==> config.mk <==
export PLATFORM = sky130hd
export DESIGN_NAME = mulacc
export DESIGN_NICKNAME = d
export VERILOG_FILES = /design/src/rtl/mulacc.sv
export SDC_FILE = /design/constraint.sdc
export NUM_CORES = 1
export LEC_CHECK = 0
export BUFFER_PORTS_ARGS = -buffer_cell sky130_fd_sc_hd__buf_2
export CAP_MARGIN = 15
export CORE_ASPECT_RATIO = 0.7
export CORE_MARGIN = 4
export CORE_UTILIZATION = 60
export CTS_CLUSTER_SIZE = 30
export DETAILED_ROUTE_END_ITERATION = 6
export GPL_ROUTABILITY_DRIVEN = 0
export PLACE_DENSITY = 0.81
export SYNTH_ARGS = -nofsm -noshare
export SYNTH_HDL_FRONTEND = slang
export SYNTH_SLANG_ARGS = --single-unit
==> constraint.sdc <==
create_clock -name clk -period 3.7 [get_ports clk]
set_input_delay 0.74 -clock clk [delete_from_list [all_inputs] [get_ports clk]]
set_output_delay 0.74 -clock clk [all_outputs]
set_load 0.01 [all_outputs]
==> src/rtl/mulacc.sv <==
// Sequential shift-and-add multiply-accumulate: prod = a*b + c, one multiplier bit per cycle.
// Define MULACC_SAT_EN to saturate prod to all-ones on overflow instead of wrapping.
module mulacc #(
  parameter int unsigned WIDTH_LOG = 4
) (
  input  logic                        clk,
  input  logic                        rst,
  input  logic                        go_i,
  input  logic [(1 << WIDTH_LOG)-1:0] a_i,
  input  logic [(1 << WIDTH_LOG)-1:0] b_i,
  input  logic [(1 << WIDTH_LOG)-1:0] c_i,
  output logic                        ready_o,
  output logic                        error_o,
  output logic [(1 << WIDTH_LOG)-1:0] prod_o
);

  localparam int unsigned Width = 1 << WIDTH_LOG;

  typedef enum logic [1:0] {StReady, StAdd, StError} state_e;

  state_e             state_q;
  logic [2*Width-1:0] acc_q, acc_d;
  logic [2*Width-1:0] mcand_q;
  logic [Width-1:0]   mplier_q, mplier_d;
  logic [Width-1:0]   prod_q, fin_prod;
  logic               ready_q, error_q;
  logic               done, ovf;

  always_comb begin
    acc_d    = mplier_q[0] ? acc_q + mcand_q : acc_q;
    mplier_d = mplier_q >> 1;
    done     = (mplier_d == '0);
    ovf      = |acc_d[2*Width-1:Width];
`ifdef MULACC_SAT_EN
    fin_prod = ovf ? {Width{1'b1}} : acc_d[Width-1:0];
`else
    fin_prod = acc_d[Width-1:0];
`endif
  end

  always_ff @(posedge clk) begin
    if (rst) begin
      state_q  <= StReady;
      acc_q    <= '0;
      mcand_q  <= '0;
      mplier_q <= '0;
      prod_q   <= '0;
      ready_q  <= 1'b1;
      error_q  <= 1'b0;
    end else begin
      case (state_q)
        StReady, StError: begin
          if (go_i) begin
            // A zero multiplier needs no iteration: the result is just the addend.
            if (b_i == '0) begin
              state_q <= StReady;
              prod_q  <= c_i;
              ready_q <= 1'b1;
              error_q <= 1'b0;
            end else begin
              acc_q    <= {{Width{1'b0}}, c_i};
              mcand_q  <= {{Width{1'b0}}, a_i};
              mplier_q <= b_i;
              state_q  <= StAdd;
              ready_q  <= 1'b0;
              error_q  <= 1'b0;
            end
          end
        end
        StAdd: begin
          acc_q    <= acc_d;
          mcand_q  <= mcand_q << 1;
          mplier_q <= mplier_d;
          if (done) begin
            state_q <= ovf ? StError : StReady;
            ready_q <= 1'b1;
            error_q <= ovf;
            prod_q  <= fin_prod;
          end
        end
        default: begin
          state_q <= StReady;
          ready_q <= 1'b1;
          error_q <= 1'b0;
        end
      endcase
    end
  end

  assign ready_o = ready_q;
  assign error_o = error_q;
  assign prod_o  = prod_q;

endmodule

# Word level (Yosys, flattened, before mapping)

Index checks and enable logic that the tools add are counted.

Flip-flop bits (word level): 100
Latch bits: 0
Memory bits (writable): 0
Memory bits (read-only): 0
Output and inout bits: 18
Memories kept: 0

Add/sub/neg operators: 1
$mul: 0
Div/mod/pow operators: 0
$lt $le $gt $ge: 0
Eq/ne operators: 6
Shift operators: 0
Multiplexer cells: 26
Bitwise gates (word level): 0
Reduce and logical (&&, ||, !) cells: 9

Operators by type and width:

| kind                                                            | number |
|---|---|
| 32-bit two-way mux                                              | 5 |
| 32-bit case mux with 2 select lines                             | 2 |
| 16-bit two-way mux                                              | 5 |
| 16-bit case mux with 2 select lines                             | 2 |
| 32-bit adder                                                    | 1 |
| 16-bit logical NOT                                              | 2 |
| 16-bit OR reduction                                             | 1 |
| 2-bit != test, second input constant                            | 4 |
| 1-bit two-way mux                                               | 6 |
| 2-bit two-way mux                                               | 3 |
| 1-bit case mux with 2 select lines                              | 2 |
| 2-bit case mux with 2 select lines                              | 1 |
| 4-bit AND reduction                                             | 1 |
| 3-bit AND reduction                                             | 1 |
| 2-bit by 1-bit == test with 1-bit output, second input constant | 1 |
| 2-bit == test, second input constant                            | 1 |
| 2-bit logical NOT                                               | 1 |
| 2-bit AND reduction                                             | 1 |
| 2-bit nonzero test                                              | 1 |
| 2-bit OR reduction                                              | 1 |

# Longest topological paths before layout

Gate-level depths: netlist (run 1).

Depth in word-level cells: 6
Mapped depth: 12
Gate-level depth less buffers: 11

# Worst setup path before layout (run 1)

OpenSTA, ideal clock, no wires.

Path kind: register -> register
Start point: reg acc_q[0]
End point: reg error_q, in the netlist error_o
Library setup time: 0.133 ns
Arrival: 2.953 ns
Data required time: 3.567 ns
Slack: 0.614 ns
Stages on the path, launching flop included: 12
Path buffers: 0
Period minus slack after synthesis: 3.086 ns
Cell sequence: dfxtp_1 -> ha_1 -> fa_1 -> a211oi_1 -> o211ai_2 -> a21oi_2 -> o21ai_1 -> xnor2_1 -> o31a_1 -> or4_1 -> nor4_2 -> a211oi_1

Cells in the longest elaborated chain, start to end: 5

Ends and longest elaborated chain:

| what                               | line | RTL |
|---|---|---|
| start, declared                    | 22   | `logic [2*Width-1:0] acc_q, acc_d;` |
| start signal, assigned             | 61   | `acc_q <= {{Width{1'b0}}, c_i};` |
| 32-bit adder                       | 30   | `acc_d = mplier_q[0] ? acc_q + mcand_q : acc_q;` |
| 32-bit two-way mux                 | 30   |  |
| 16-bit OR reduction                | 33   | `ovf = \|acc_d[2*Width-1:Width];` |
| 1-bit two-way mux                  | 74   | `if (done) begin` |
| 1-bit case mux with 2 select lines | 51   | `case (state_q)` |
| end signal, assigned               | 77   | `error_q <= ovf;` |
| end, declared                      | 26   | `logic ready_q, error_q;` |

No other way between the ends. The select of a mux whose other input is x is not followed.
A chain may end at the register's enable or synchronous reset.

# Worst setup path after layout (run 1)

Same ends and word-level chain as after synthesis.

==> run_results.csv, run 1 <==
group,metric,value,unit
power,power-per-cell-area,388,nW/um2
synthesis,synth_area_leaders,"dfxtp_1 (30%), nand2_1 (8.4%), nor2_1 (7.1%), a21oi_1 (6.6%), ha_1 (5.9%)",
timing,clock.fmax,285,MHz
floorplanning,die_h,95.8,um
global_routing,overflow,0,
drt,first_iter_violations,707,
synthesis,synth_fp_nets,970,
power,power.total,2810,uW
setup_path,cp-end-kind,"flop",
power,vdd_drop_max,0.000231,V
synthesis,synth_seq_area_share,30.3,%
cells_and_area,syn2layout_area_growth,9.66,%
power,p_leak,0.00280,uW
worst_hold_path,hold_path.class,"reg -> reg",
placement,placedCellCount,1048,
floorplanning,die_w,133,um
clocking,postCtsHoldBufs,0,
synthesis,synth_commonest_cells,"nand2_1 (148), nor2_1 (125), dfxtp_1 (100)",
drt,firstDrtPassIters,5,
timing,setup_viol,0,
global_routing,grtUsageMet1,40.4,%
floorplanning,die-area,12800,um2
timing,worst_slew_pin_slew,914,ps
clocking,htree_num_levels,3,
synthesis,yosysTopAreaCell,"dfxtp_1",
setup_path,crit_top_cell,"a211oi_1",
timing,slew_viol_final,0,
timing,slew_headroom,39.1,%
drt,ant_nets,0,
synthesis,ys_warn_count,0,
setup_path,cp_slowest_cell,"or4_1",
timing,fin_crit,3500,ps
synthesis,synth-edff-count,0,
synthesis,synth_top_area_share,30.3,%
global_routing,first_global_vias,6104,
setup_path,worstReg2RegEnd,"error_o",
setup_path,r2r_slack,200,ps
clocking,clockBufferDepth,2,
setup_path,cp-start-kind,"flop",
power,power.switching,886,uW
setup_path,cp_max_fo,3,
clocking,clkTransAtPathRegs,70,ps
timing,setup_tns,0,ps
power,p_clk_share,36.1,%
power,sw_frac_of_total,31.5,%
timing,grt_setup_unrepaired,"no",
power,p_seq_share,42.7,%
setup_path,cp-endpoint,"error_o",
cells_and_area,fin_nets,994,
synthesis,synth_most_common_cell,"nand2_1",
power,power.internal,1930,uW
placement,place_hpwl,13300,um
global_routing,grt_usage,28.8,%
setup_path,cp_data_arrival_time,3700,ps
floorplanning,fp-row-count,31,
synthesis,synth_seq_cells,100,
synthesis,async_flop_share,0,%
global_routing,grt_pass1_wl,30000,um
clocking,clock_latency,350,ps
timing,min_period_over_period,94.7,%
clocking,cts_tree,"done",
synthesis,synth.distinct_cells,76,
timing,hold_viol,0,
setup_path,crit_required,3890,ps
setup_path,cpPeakStageDelay,540,ps
drt,via_count,6718,
clocking,clockRootBuffer,"clkbuf_16",
global_routing,antenna_found_initial,0,
job,cap_violations,0,
clocking,cts_made_buffers,9,
setup_path,cp_cell_sequence,"ha_1 > fa_1 > a211oi_1 > o211ai_2 > a21oi_2 > o21ai_1 > xnor2_1 > o31a_1 > or4_1 > nor4_2 > a211oi_1",
floorplanning,ios,69,
status,outcome,"finished, final reports clean",
cells_and_area,nFillCells,892,
global_routing,grtUsageMet3,7.21,%
setup_path,r2r-start,"acc_q[0]",
floorplanning,core,10600,um2
cells_and_area,drive_above_1_share,13.8,%
synthesis,synth_area_per_cell,7.45,um2
global_routing,grtUsageMet2,45.2,%
cells_and_area,final_util,68.7,%
synthesis,ys.flop_type,"dfxtp_1",
cells_and_area,final_cells,1065,
setup_path,r2r_cells,11,
synthesis,synthesis.instances,887,
setup_path,crit_start,"acc_q[0]",
floorplanning,start_util,62.6,%
power,p_comb_share,21.2,%
drt,drt-wirelength-per-cell,17.3,um
clocking,cts.sinks,100,
drt,wirelength,18400,um
global_routing,grt.busiest_layer,"met2",
drt,drc,0,
setup_path,critical_path_class,"reg -> reg",
timing,skew,4.80,ps
synthesis,syn_area,6610,um2
drt,vias_per_cell,6.31,
global_routing,grt_max_degree,61,
placement,portBuffers,68,
[repair_timing]
item,CTS,global route
gates resized for setup,0,1
endpoints found under the setup margin,0,1
setup buffers,0,0
[flip-flops by register name, summed over array words and instances (netlist names)]
name / cells
acc_q: 32
error_o: 1
mcand_q: 32
mplier_q: 16
prod_o: 16
ready_o: 1
state_q: 2
[worst min path at each step]
stage               cells past startpoint        start     endpoint  slack, ps
global placement                        2    prod_o[3]    prod_o[3]        460
CTS                                     2  mcand_q[25]  mcand_q[26]        470
finish                                  2  mcand_q[25]  mcand_q[26]        470
floorplan                               2    acc_q[15]    acc_q[15]        450
detailed placement                      2  mcand_q[25]  mcand_q[26]        460
global route                            2  mcand_q[25]  mcand_q[26]        490
[worst max-delay path: cells and delay by family, from the launching register on]
kind / cells / cell delay, ps
fa+ha+maj: 2 / 660
flops: 1 / 330
compound gates: 6 / 1270
xor+xnor: 1 / 160
simple gates: 2 / 920
[logic make-up after synthesis]
group                      share of synthesized area [%]
and+or+nand+nor                                     25.8
AOI/OAI and AO/OA                                   25.0
buffers and inverters                               5.79
xor gates and xnor gates                            3.18
DFF                                                 30.3
muxes                                               3.77
adders and majority gates                           6.17
[placed cells by master (no fill, tap or decap), types with 7 or more instances in the layout]
master | synthesis | final
buf_4 | 5 | 10
a21oi_1 | 87 | 87
nand3_1 | 33 | 33
clkbuf_16 | 0 | 9
o21ai_0 | 29 | 29
nand4_1 | 12 | 12
mux2_2 | 7 | 7
a211oi_1 | 12 | 12
ha_1 | 31 | 31
a311oi_1 | 33 | 33
nor3_1 | 15 | 15
dfxtp_1 | 100 | 100
buf_2 | 4 | 68
mux2i_1 | 17 | 17
xnor2_1 | 16 | 16
a31oi_1 | 10 | 10
nor4_1 | 8 | 8
inv_1 | 11 | 11
xor2_1 | 8 | 8
nor2_1 | 125 | 124
nand2_1 | 148 | 148
o21a_1 | 20 | 20
[cell type report]
| cell class | count | area (um2) | share of cell area (%) |
|---|---|---|---|
| Inverter | 12 | 45.0 | 0.622 |
| Clock inverter | 6 | 80.1 | 1.11 |
| Clock buffer | 10 | 239 | 3.30 |
| Antenna cell | 1 | 2.50 | 0.0345 |
| Timing Repair Buffer | 80 | 455 | 6.29 |
| Sequential cell | 100 | 2000 | 27.6 |
| Tap cell | 148 | 185 | 2.56 |
| Multi-Input combinational cell | 708 | 4240 | 58.5 |
[metal layers]
metal  share of wire [%]  wire [um]
met1                  46       8450
met2                  43       7880
met3                 9.9       1830
met4                 1.2        223
met5                   0          0
[power groups by stage]
| stage | clock (uW) | combinational (uW) | sequential, uW |
|---|---|---|---|
| 3_5_place_dp | 0 | 582 | 1220 |
| 5_1_grt | 1070 | 655 | 1210 |
| 2_1_floorplan | 0 | 450 | 1210 |
| 6_report | 1010 | 596 | 1200 |
| 3_3_place_gp | 0 | 568 | 1220 |
| 4_1_cts | 1020 | 586 | 1200 |
[metrics by stage]
stage                     hold slack (ps)  instance area (um2)  setup WS (ps)
after floorplan                       448                 6610            614
after global placement                459                 6920            348
after detailed placement              464                 6920            309
after CTS                             475                 7240            249
after global routing                  488                 7240           40.6
final                                 474                 7250            196
Power figures use the tool's default switching activity.
==> run 2, diff against run 1 <==
--- a/config.mk
+++ b/config.mk
@@ -7,13 +7,15 @@
 export LEC_CHECK = 0
 export BUFFER_PORTS_ARGS = -buffer_cell sky130_fd_sc_hd__buf_2
 export CAP_MARGIN = 15
+export CELL_PAD_IN_SITES_DETAIL_PLACEMENT = 1
+export CELL_PAD_IN_SITES_GLOBAL_PLACEMENT = 1
 export CORE_ASPECT_RATIO = 0.7
 export CORE_MARGIN = 4
-export CORE_UTILIZATION = 60
+export CORE_UTILIZATION = 44
 export CTS_CLUSTER_SIZE = 30
 export DETAILED_ROUTE_END_ITERATION = 6
 export GPL_ROUTABILITY_DRIVEN = 0
-export PLACE_DENSITY = 0.81
+export PLACE_DENSITY_LB_ADDON = 0.1
 export SYNTH_ARGS = -nofsm -noshare
 export SYNTH_HDL_FRONTEND = slang
 export SYNTH_SLANG_ARGS = --single-unit
==> run 2 against run 1 <==
Net effect: core utilization fell by 19 points; wire length rose by 21%; clock power fell by 6%; largest power group unchanged.
==> run_results.csv, run 2 (synthesized netlist as in run 1, its figures left out) <==
group,metric,value,unit
power,p_seq_share,43.6,%
cells_and_area,nFillCells,1853,
cells_and_area,final_util,49.4,%
drt,firstDrtPassIters,5,
drt,wl_met3,1840,um
floorplanning,fp-row-count,37,
global_routing,grt_usage,25.9,%
global_routing,grt_max_degree,74,
timing,grt_setup_unrepaired,"no",
cells_and_area,syn2layout_area_growth,10.1,%
drt,drt-met1-wl,10500,um
placement,place_hpwl,16600,um
timing,min_period_over_period,94.2,%
timing,clock.fmax,287,MHz
drt,first_iter_violations,526,
timing,slew_headroom,45.0,%
power,power.internal,1850,uW
cells_and_area,multiInputGateArea,4250,um2
power,p_comb_share,22.2,%
clocking,htree_num_levels,3,
drt,wl_met2,9610,um
setup_path,cp_max_fo,3,
power,p_leak,0.00280,uW
setup_path,cp_data_arrival_time,3720,ps
clocking,postCtsHoldBufs,0,
floorplanning,start_util,44.9,%
floorplanning,die_w,154,um
clocking,clock_latency,370,ps
cells_and_area,seq_area,2000,um2
power,power-per-cell-area,380,nW/um2
global_routing,grt_pass1_wl,36200,um
cells_and_area,final_cell_mix,"nand2_1 (148), nor2_1 (124), dfxtp_1 (100)",
setup_path,cp-start-kind,"flop",
floorplanning,ios,69,
setup_path,crit_required,3940,ps
cells_and_area,reg.largest.list,"acc_q (32), mcand_q (32)",
setup_path,critical_path_class,"reg -> reg",
floorplanning,core,14700,um2
timing,setup_tns,0,ps
timing,slew_viol_final,0,
drt,ant_nets,0,
cells_and_area,fin_nets,997,
floorplanning,die-area,17100,um2
power,p_clk_share,34.1,%
global_routing,first_global_vias,6742,
timing,hold_viol,0,
cells_and_area,layout_commonest_cell,"nand2_1",
clocking,cts.sinks,100,
timing,worst_slew_pin_slew,825,ps
clocking,post-cts-setup-buffer-count,0,
placement,portBuffers,68,
status,outcome,"finished, final reports clean",
global_routing,antenna_found_initial,1,
cells_and_area,final_cells,1113,
timing,skew,11.8,ps
power,vdd_drop_max,0.000191,V
drt,routed.top_layer,"met5",
job,cap_violations,0,
setup_path,cp-end-kind,"flop",
drt,drt-wirelength-per-cell,20.0,um
drt,vias_per_cell,6.10,
floorplanning,die_h,111,um
clocking,cts_tree,"done",
clocking,clkTransAtPathRegs,80,ps
worst_hold_path,hold_path.class,"reg -> reg",
drt,drc,0,
clocking,clockRootBuffer,"clkbuf_16",
power,sw_frac_of_total,33.2,%
cells_and_area,drive_above_1_share,13.9,%
timing,fin_crit,3490,ps
clocking,cts_made_buffers,9,
drt,wirelength,22200,um
timing,setup_viol,0,
placement,placedCellCount,1098,
drt,via_count,6784,
power,power.switching,919,uW
global_routing,overflow,0,
clocking,ctsResizeCount,0,
cells_and_area,n_antenna_cell,0,
clocking,clockBufferDepth,2,
## run 2: layout make-up
type	instances	share of cell area, %
Multi-Input combinational cell	708	58.4
Sequential cell	100	27.5
Clock buffer	10	3.28
Timing Repair Buffer	83	6.22
Tap cell	195	3.35
Inverter	12	0.619
Clock inverter	5	0.584
## run 2: per-layer routing
metal / track usage (%) / vias up
li1: - / 3244
met1: 38.5 / 3301
met2: 38.3 / 216
met3: 6.07 / 21
met4: 4.82 / 2
met5: 0 / -
## run 2: critical path, cell delays in order (launching register included)
cell and delay [ps]:
dfxtp_1 340, ha_1 230, fa_1 460, a211oi_1 380, o211ai_2 160, a21oi_2 180, o21ai_1 100, xnor2_1 160
o31a_1 290, or4_1 580, nor4_4 340, a211oi_1 120
## run 2: path summary, 6_finish.rpt
path                            slack (ps)  cells after the start         from          end
worst min-delay path                   480                      2  mcand_q[15]  mcand_q[16]
worst max register to register         210                     11     acc_q[0]   state_q[1]
worst min register to register         480                      2  mcand_q[15]  mcand_q[16]
worst max-delay path                   210                     11     acc_q[0]   state_q[1]
## run 2: power by group through the flow
stage | logic (uW) | registers (uW) | clock network [uW]
5_1_grt | 679 | 1220 | 1010
6_report | 616 | 1210 | 945
3_3_place_gp | 580 | 1230 | 0
4_1_cts | 610 | 1210 | 971
3_5_place_dp | 604 | 1230 | 0
2_1_floorplan | 450 | 1210 | 0
## run 2: stage by stage
step	total power, uW	hold slack (ps)	area, um2	worst slack, ps
after global placement	1810	445	6980	321
after detailed placement	1840	475	6980	157
after CTS	2790	483	7260	141
after global routing	2910	504	7280	33.6
after floorplan	1660	448	6610	614
final	2770	481	7280	214
